`src/rtl/dsp_seq_pkg.sv`:
```
// Shared definitions for the DSP MAC sequencer.
//   - state_t       : sequencer FSM states (3-bit encoding)
//   - DEF_*         : default datapath widths, matching the DSP/RAM primitives
//   - DSP_LAT_*     : legal range of the MAC pipeline latency, and the width
//                     of the drain counter that covers it
package dsp_seq_pkg;

  typedef enum logic [2:0] {
    ST_IDLE  = 3'd0,
    ST_CLEAR = 3'd1,
    ST_RUN   = 3'd2,
    ST_DRAIN = 3'd3,
    ST_DONE  = 3'd4
  } state_t;

  localparam int DEF_DATA_W  = 32;
  localparam int DEF_ADDR_W  = 11;
  localparam int DEF_RES_W   = 64;
  localparam int DEF_DSP_LAT = 2;

  localparam int DSP_LAT_MIN = 1;
  localparam int DSP_LAT_MAX = 7;
  localparam int DSP_LAT_W   = 3;  // wide enough to hold DSP_LAT_MAX

endpackage : dsp_seq_pkg

```
`src/rtl/mac_tap_counter.sv`:
```
// Tap and drain counters for the MAC sequencer.
//   clk, rst_n    : clock, synchronous active-low reset
//   tap_load      : zero the tap index and latch tap_limit_in
//   tap_limit_in  : number of taps in the dot product
//   tap_inc       : one tap issued (operand beat accepted)
//   tap_index     : taps issued so far; also the coefficient offset
//   tap_last      : the current index is the final tap
//   drain_load    : load the drain counter with DSP_LAT
//   drain_dec     : count the drain down by one
//   drain_last    : final drain cycle; MAC_OUT is valid now
module mac_tap_counter
  import dsp_seq_pkg::*;
#(
  parameter int ADDR_W  = DEF_ADDR_W,
  parameter int DSP_LAT = DEF_DSP_LAT
) (
  input  logic              clk,
  input  logic              rst_n,
  input  logic              tap_load,
  input  logic [ADDR_W-1:0] tap_limit_in,
  input  logic              tap_inc,
  output logic [ADDR_W-1:0] tap_index,
  output logic              tap_last,
  input  logic              drain_load,
  input  logic              drain_dec,
  output logic              drain_last
);

  logic [ADDR_W-1:0]    tap_limit;
  logic [DSP_LAT_W-1:0] drain_cnt;

  // NOTE: state registers use non-blocking assignments so every flop samples
  // the pre-edge values of its peers, independent of statement order.
  always_ff @(posedge clk) begin
    if (!rst_n) begin
      tap_index <= '0;
      tap_limit <= '0;
      drain_cnt <= '0;
    end else begin
      if (tap_load) begin
        tap_index <= '0;
        tap_limit <= tap_limit_in;
      end else if (tap_inc) begin
        tap_index <= tap_index + ADDR_W'(1);
      end

      if (drain_load) begin
        drain_cnt <= DSP_LAT_W'(DSP_LAT);
      end else if (drain_dec && drain_cnt != '0) begin
        drain_cnt <= drain_cnt - DSP_LAT_W'(1);
      end
    end
  end

  assign tap_last   = (tap_index == tap_limit - ADDR_W'(1));
  assign drain_last = (drain_cnt == DSP_LAT_W'(1));

endmodule : mac_tap_counter

```
`src/rtl/dsp_mac_seq.sv`:
```
// Sequencer driving one DSP hard MAC in accumulate mode to compute N-tap
// dot products of streamed operands against RAM-resident coefficients.
//   clk, rst_n           : clock, synchronous active-low reset
//   start                : begin a dot product (sampled in IDLE only)
//   num_taps, coef_base  : tap count and first coefficient address
//   in_valid/in_ready    : operand stream handshake, in_data operand
//   coef_ren, coef_addr  : coefficient RAM read port (1-cycle latency)
//   coef_rdata           : RAM read data
//   dsp_ena, dsp_clr     : DSP ENABLE / CLR
//   dsp_oper, dsp_coef   : DSP OPER_DATA / COEF_DATA
//   dsp_mac_out          : DSP MAC_OUT
//   res_valid/res_ready  : result handshake, res_data captured result
//   busy                 : high whenever the sequencer is not IDLE
module dsp_mac_seq
  import dsp_seq_pkg::*;
#(
  parameter int DATA_W  = DEF_DATA_W,
  parameter int ADDR_W  = DEF_ADDR_W,
  parameter int RES_W   = DEF_RES_W,
  parameter int DSP_LAT = DEF_DSP_LAT
) (
  input  logic              clk,
  input  logic              rst_n,
  input  logic              start,
  input  logic [ADDR_W-1:0] num_taps,
  input  logic [ADDR_W-1:0] coef_base,
  input  logic              in_valid,
  output logic              in_ready,
  input  logic [DATA_W-1:0] in_data,
  output logic              coef_ren,
  output logic [ADDR_W-1:0] coef_addr,
  input  logic [DATA_W-1:0] coef_rdata,
  output logic              dsp_ena,
  output logic              dsp_clr,
  output logic [DATA_W-1:0] dsp_oper,
  output logic [DATA_W-1:0] dsp_coef,
  input  logic [RES_W-1:0]  dsp_mac_out,
  output logic              res_valid,
  input  logic              res_ready,
  output logic [RES_W-1:0]  res_data,
  output logic              busy
);

  if (DSP_LAT < DSP_LAT_MIN || DSP_LAT > DSP_LAT_MAX) begin : g_bad_lat
    $error("dsp_mac_seq: DSP_LAT out of range");
  end

  state_t            state;
  logic [ADDR_W-1:0] coef_base_q;
  logic [DATA_W-1:0] oper_q;
  logic [DATA_W-1:0] coef_hold;
  logic [ADDR_W-1:0] tap_index;
  logic              tap_last;
  logic              drain_last;
  logic              accept;
  logic              run_flush;

  assign accept = in_valid & in_ready;

  // in_ready is only ever low in RUN once every tap has been accepted, so
  // that cycle is the final ENABLE cycle and the drain starts after it.
  assign run_flush = (state == ST_RUN) && !in_ready;

  mac_tap_counter #(
    .ADDR_W  (ADDR_W),
    .DSP_LAT (DSP_LAT)
  ) u_cnt (
    .clk          (clk),
    .rst_n        (rst_n),
    .tap_load     ((state == ST_IDLE) && start),
    .tap_limit_in (num_taps),
    .tap_inc      (accept),
    .tap_index    (tap_index),
    .tap_last     (tap_last),
    .drain_load   (run_flush),
    .drain_dec    (state == ST_DRAIN),
    .drain_last   (drain_last)
  );

  // The RAM read is issued in the accept cycle itself so its data lines up
  // with the registered operand one cycle later. Address wraps naturally.
  assign coef_ren  = accept;
  assign coef_addr = coef_base_q + tap_index;

  // The RAM data is only meaningful in the ENABLE cycle; afterwards the last
  // coefficient is replayed from a holding register.
  assign dsp_oper = oper_q;
  assign dsp_coef = dsp_ena ? coef_rdata : coef_hold;

  always_ff @(posedge clk) begin
    if (!rst_n) begin
      state       <= ST_IDLE;
      coef_base_q <= '0;
      oper_q      <= '0;
      coef_hold   <= '0;
      in_ready    <= 1'b0;
      dsp_ena     <= 1'b0;
      dsp_clr     <= 1'b0;
      res_valid   <= 1'b0;
      res_data    <= '0;
      busy        <= 1'b0;
    end else begin
      dsp_clr <= 1'b0;
      dsp_ena <= accept;
      if (accept)  oper_q    <= in_data;
      if (dsp_ena) coef_hold <= coef_rdata;

      unique case (state)
        ST_IDLE: begin
          if (start) begin
            coef_base_q <= coef_base;
            busy        <= 1'b1;
            if (num_taps == '0) begin
              res_data  <= '0;
              res_valid <= 1'b1;
              state     <= ST_DONE;
            end else begin
              dsp_clr <= 1'b1;
              state   <= ST_CLEAR;
            end
          end
        end

        ST_CLEAR: begin
          in_ready <= 1'b1;
          state    <= ST_RUN;
        end

        ST_RUN: begin
          if (accept && tap_last) in_ready <= 1'b0;
          if (run_flush)          state    <= ST_DRAIN;
        end

        ST_DRAIN: begin
          if (drain_last) begin
            res_data  <= dsp_mac_out;
            res_valid <= 1'b1;
            state     <= ST_DONE;
          end
        end

        ST_DONE: begin
          if (res_ready) begin
            res_valid <= 1'b0;
            busy      <= 1'b0;
            state     <= ST_IDLE;
          end
        end

        default: begin
          in_ready  <= 1'b0;
          res_valid <= 1'b0;
          busy      <= 1'b0;
          state     <= ST_IDLE;
        end
      endcase
    end
  end

endmodule : dsp_mac_seq
```
`config.mk`:
```
export PLATFORM = sky130hd
export DESIGN_NAME = dsp_mac_seq
export DESIGN_NICKNAME = d
export VERILOG_FILES = /design/src/rtl/dsp_seq_pkg.sv /design/src/rtl/mac_tap_counter.sv /design/src/rtl/dsp_mac_seq.sv
export SDC_FILE = /design/constraint.sdc
export NUM_CORES = 1
export LEC_CHECK = 0
export ABC_AREA = 1
export BUFFER_PORTS_ARGS = -buffer_cell sky130_fd_sc_hd__buf_2
export CAP_MARGIN = 25
export CORE_MARGIN = 1.5
export CORE_UTILIZATION = 30
export DETAILED_ROUTE_END_ITERATION = 16
export SYNTH_ARGS = -nofsm -noshare
export SYNTH_HDL_FRONTEND = slang
export SYNTH_SLANG_ARGS = --single-unit
```
`constraint.sdc`:
```
create_clock -name clk -period 2.7 [get_ports clk]
set_input_delay 0.405 -clock clk [delete_from_list [all_inputs] [get_ports clk]]
set_output_delay 0.405 -clock clk [all_outputs]
set_load 0.02 [all_outputs]
```
* After elaboration in Yosys (flattened, before gate mapping)
Cells that the tools add are included.
** Word-level totals
- Flip-flop bits (word level) :: 172
- Input port bits :: 155
- Output and inout bits :: 145
** Operators by class
- Add/subtract/negate cells :: 4
- Equality and inequality tests :: 12
- Muxes and demuxes :: 23
- Bitwise logic cells :: 5
- Reduce and logical (&&, ||, !) cells :: 22
** Operator list (count)
- 64-bit 2-to-1 mux :: 3
- 64-bit case mux with 2 select lines :: 1
- 32-bit 2-to-1 mux :: 1
- 3-bit 2-to-1 mux :: 5
- 3-bit case mux with 5 select lines :: 1
- 11-bit by 1-bit adder with 11-bit output, second input constant :: 1
- 11-bit adder :: 1
- 11-bit equality test :: 1
- 11-bit zero test :: 1
- 11-bit by 1-bit subtractor with 11-bit output, second input constant :: 1
- 2-bit != test, second input constant :: 4
- 4-bit AND reduction :: 2
- 1-bit 2-to-1 mux :: 7
- 3-bit by 1-bit equality test with 1-bit output, second input constant :: 2
- 3-bit by 2-bit equality test with 1-bit output, second input constant :: 2
- 1-bit case mux with 3 select lines :: 2
- 3-bit AND reduction :: 2
- 2-bit OR reduction :: 3
- 3-bit OR reduction :: 2
- 5-bit AND reduction :: 1
- 1-bit logical AND :: 4
- 2-bit 2-to-1 mux :: 2
- 2-bit by 1-bit != test with 1-bit output, second input constant :: 2
- 1-bit inverter :: 4
- 9 further kinds :: 11

* Longest topological paths before layout
- Depth after elaboration :: 5
- Depth in mapped cells :: 14

* By module
A second synthesis with hierarchy kept.
** Unflattened totals
- Cell total of the unflattened synthesis :: 1271
- Area, all modules :: 8186.6 µm²
** By module, submodules not included
- dsp_mac_seq :: instances 1, cells each 1031, sequential area each 2942.8 µm², area each 6672.6 µm²
- mac_tap_counter :: instances 1, cells each 240, sequential area each 500.5 µm², area each 1514.0 µm²

* Worst setup path before layout
No wires, ideal clock.
- Path type :: flip-flop to output port
- From :: register u_cnt.tap_index[0]
- To :: output coef_addr[10]
- Stages on the path, launching flop included :: 12
- Data arrival time :: 2.101 ns
- Data required time :: 2.295 ns
- Path buffers :: 0
- Setup slack :: 0.194 ns
- Path through :: dfxtp_1 ha_1 inv_1 fa_1 nand3b_1 nand2_1 a21oi_1 o21ai_0 a21oi_1 nor2_1 nor2_1 xor2_1
** On the way
- Cells in the longest elaborated chain, start to end :: 1
** RTL lines
- start: declaration :: RTL line mac_tap_counter.sv:22 : output logic [ADDR_W-1:0] tap_index,
- start signal: assignment :: RTL line mac_tap_counter.sv:44 : tap_index <= tap_index + ADDR_W'(1);
- 11-bit adder :: RTL line dsp_mac_seq.sv:83 : assign coef_addr = coef_base_q + tap_index;
- end: declaration :: RTL line dsp_mac_seq.sv:31 : output logic [ADDR_W-1:0] coef_addr,
Every way passes these cells.

* Worst setup path in the final report
- From :: register coef_base_q[0]
- To :: output coef_addr[10]
** On the way
- Cells in the longest elaborated chain, start to end :: 1
** RTL lines
- start: declaration :: RTL line dsp_mac_seq.sv:49 : logic [ADDR_W-1:0] coef_base_q;
- start signal: assignment :: RTL line dsp_mac_seq.sv:111 : coef_base_q <= coef_base;
- 11-bit adder :: RTL line dsp_mac_seq.sv:83
Every way passes these cells.

==> out/summary.md <==
Start point of the worst hold path: coef_base[1]. The power per cell area is 829 nW/µm², and the wire length of the first global-routing pass is 34200 µm. In the final routed layout, each cell accounts on average for 13.9 µm. For this design, the sink count on the clock tree is 172. Routability-driven placement finished with a final weighted congestion of 0.855. For this design the static power due to leakage is 4.59 nW.

Data arrives at the worst endpoint at 2.28 ns. The die covers 24800 µm². At the worst endpoint, the required time is 2.30 ns. The clock latency of the later-clocked register in the worst-skew pair was 0.43 ns.

The post-route netlist has 30.5% of its cells at a drive strength greater than 1. At the end of the flow, the number of nets in the layout was 1429. Averaged over all synthesized cells, the footprint is 7.41 µm². The total core area came out at 23500 µm². Traced cell by cell, the critical path runs through ha_4 -> inv_2 -> fa_2 -> nand3b_1 -> nand2_1 -> a21oi_2 -> o21ai_2 -> a21oi_2 -> nor2_1 -> nor2_1 -> xor2_1 -> buf_4. The number of setup violations in the final report came out at 0. The count of cells in the finished layout, fillers not included, comes to 1592. The final number of max-transition violations is 0.

Across the VDD grid, the largest voltage drop is 0.431 mV. In this run the remaining antenna-violating nets after routing total 0. The tools report the final number of hold-violating endpoints as 0.

The number of synthesized flops with an enable pin is 0. After global routing the overflow that remains totals 0. The top flip-flop cell by instance count after synthesis was sky130_fd_sc_hd__dfxtp_1. Launching element of the worst setup path: coef_base_q[0].

The kind of critical path was reg2out. The Yosys step of the flow raised 0 warnings. The final core area utilization is 41.3%, and the total routing usage reported by global routing is 17.6%.

The upper clock frequency limit was 0.372 GHz. Input and output buffers added on the ports amount to 299. The worst flop-to-flop path startpoint is state[0]. Headroom to the max-slew limit came out at 62.8%. The count of filler cells inserted in the layout came out at 2432. In this run the deepest clock path goes through 2 buffers.

OpenSTA, run right after detailed placement, puts the worst setup slack at 0.0503 ns. Before antenna repair, the detailed router went through 5 iterations. In this run, the number of DRC markers left after iteration 0 of detailed routing was 371. CTS placed an instance of sky130_fd_sc_hd__clkbuf_16 at the clock tree root. The cell count after synthesis came out at 967. Worst-path maximum fanout: 2.

Once the floorplan was initialized, standard cells occupied 30.5% of the core. The logs give 7160 µm² for the post-synthesis instance area and 69 for the maximum number of pins on one net before global-route repair. Synthesis inferred 172 register bits.

The worst setup skew after layout is 0.0117 ns. After detailed placement, the design holds a cell count of 1552. The worst path setup slack after routing came out at 0.0129 ns.

Setup repair after global routing could not meet its margin everywhere. At the pin with the least slew margin, the transition time is 0.553 ns. The cell row count was 56.

The flow ran to the end, and the final reports show no timing, DRC or antenna violations. Dividing the final minimum period by the clock period gives 99.5%. The number of distinct standard cells referenced by the synthesized netlist is 36. From synthesis to final layout, the design area changed by 35.2%. The die extent in y came out at 158 µm.

The number of antenna violations at the first check in global routing is 2, and the minimum clock period after layout is 2.69 ns. The slowest library cell on the worst path is sky130_fd_sc_hd__dfxtp_2. Using the TritonRoute via totals, the vias-per-cell ratio works out to 4.59.

Detailed placement ended at an HPWL of 15600 µm. The tightest min-delay check is of the in2reg type. The run gives 4 as the number of H-tree branching levels. The number of placed I/O pins is 300, and the number of global-route vias before repair is 6770. Adding up every negative setup slack in the final design gives 0 ns. The final routed DRC violation total came out at 0.

For this block, the routed nets add up to 22200 µm of wire. The max-cap violation count came out at 0. For the total CTS buffers, the log shows 17. STA classifies the critical path endpoint as a primary output. The async set or reset register ratio after synthesis is 0%, and the largest stage delay on the critical path is 0.36 ns.

The run gives 1138 as the net count of the mapped netlist. For this run, the register share of the synthesized area comes to 48.1%. The chip width works out to 158 µm. TritonCTS built the clock tree. Detailed routing inserted a total of 7306 vias. Critical path launch point type: a flop. Clock-pin slew was measured on the worst setup and hold paths at 0.07 ns.
worst paths after layout:
path               endpoint  slack (ns)  depth (start not counted)
max           coef_addr[10]        0.01                         12
min          coef_base_q[1]        0.21                          3
max reg2reg     res_data[6]        0.67                          9
min reg2reg       res_valid        0.46                          2
timing repair:
action,4_1_cts,5_1_grt
gates resized for setup,9,11
hold buffers,0,0
hold endpoints to repair,0,0
setup buffers,4,3
endpoints found under the setup margin,3,3
pin swaps,7,13
Yosys cell counts, drive strengths merged, types with 2 or more instances:
master  instances  area (µm²)
nand3          90         450
a21oi         133         669
buf            17         120
inv            58         218
nand3b          2        15.0
clkbuf         37         139
xnor2           6        52.6
o21ai          52         264
nand2         252         953
nor2           98         378
nand4           3        18.8
nor4            3        25.0
a21o            2        15.0
o22ai           6        37.5
dfxtp         172        3440
ha             15         188
nor3            5        36.3
xor2            9        78.8
a31oi           2        12.5
state kept, by name (all words and copies together), names as in the netlist:
| signal | cells |
|---|---|
| dsp_clr | 1 |
| u_cnt.drain_cnt | 3 |
| res_valid | 1 |
| busy | 1 |
| coef_base_q | 11 |
| u_cnt.tap_limit | 11 |
| dsp_ena | 1 |
| dsp_oper | 32 |
| in_ready | 1 |
| u_cnt.tap_index | 11 |
| res_data | 64 |
| state | 3 |
| coef_hold | 32 |
per-layer routing:
| metal | share of wire (%) | global-route usage (%) | wire length (µm) | vias up |
|---|---|---|---|---|
| met1 | 43 | 20.6 | 9630 | 3319 |
| met3 | 6.4 | 5.12 | 1410 | 28 |
| met4 | 1.9 | 6.33 | 426 | 0 |
| met5 | 0 | 0 | 0 | - |
| li1 | - | - | - | 3741 |
| met2 | 48 | 30.6 | 10700 | 218 |
logic make-up (layout without fill, tap and decap cells):
logic type | after synthesis | count (layout) | synth area share (%)
XOR/XNOR | 15 | 15 | 1.83
other | 0 | 2 | 0
AND/OR/NAND/NOR | 455 | 455 | 26.4
flip-flops | 172 | 172 | 48.1
AO/OA/AOI/OAI | 197 | 197 | 14.1
adder cells (fa/ha/maj) | 16 | 16 | 2.90
buffers and inverters | 112 | 416 | 6.65
through the flow:
stage / total power [W] / instance area (µm²) / hold slack (ns)
after detailed placement: 0.00562 / 8970 / 0.453
after floorplan: 0.00490 / 7160 / 0.445
after global placement: 0.00561 / 8970 / 0.449
after global routing: 0.00858 / 9690 / 0.185
after CTS: 0.00814 / 9630 / 0.179
final: 0.00803 / 9690 / 0.207
cells in the final DEF (no fill, tap or decap), drive strengths merged:
cell and count:
o21ai 52, diode 2, o21a 1, a31oi 2, nor3b 1, o22ai 6
or2 1, a21o 2, nand2 252, buf 326, inv 64, clkinvlp 1
a21oi 133, xor2 9, o21bai 1, nor3 5, nand4 3, xnor2 6
dfxtp 172, ha 15, clkinv 8, clkbuf 17, nor4 3, fa 1
nand3 90, nor2 98, nand3b 2
layout make-up:
class                   instances  area (µm²)  share of cell area [%]
inverters                      58         219                    2.26
clock buffers                  17         425                    4.39
well taps                     319         399                    4.12
multi-input cells             683        3300                    34.1
repair buffers                326        1720                    17.7
diodes                          2        5.00                  0.0517
flip-flops and latches        172        3450                    35.6
clock inverters                15         174                    1.80
where the power goes:
| group | leakage, nW | switching, W | total, W | internal, W |
|---|---|---|---|---|
| logic | 2.90 | 0.00180 | 0.00261 | 0.000806 |
| registers | 1.39 | 0.000155 | 0.00295 | 0.00279 |
| clock network | 0.290 | 0.00122 | 0.00247 | 0.00125 |
worst max-delay path, delay by kind of cell (launching register included):
kind | cells | cell delay, ns
AOI/OAI and AO/OA | 3 | 0.30
xor gates and xnor gates | 1 | 0.13
adders and majority gates | 2 | 0.47
buffers and inverters | 2 | 0.19
DFF | 1 | 0.36
and+or+nand+nor | 4 | 0.41
Power figures use the tool's default switching activity.
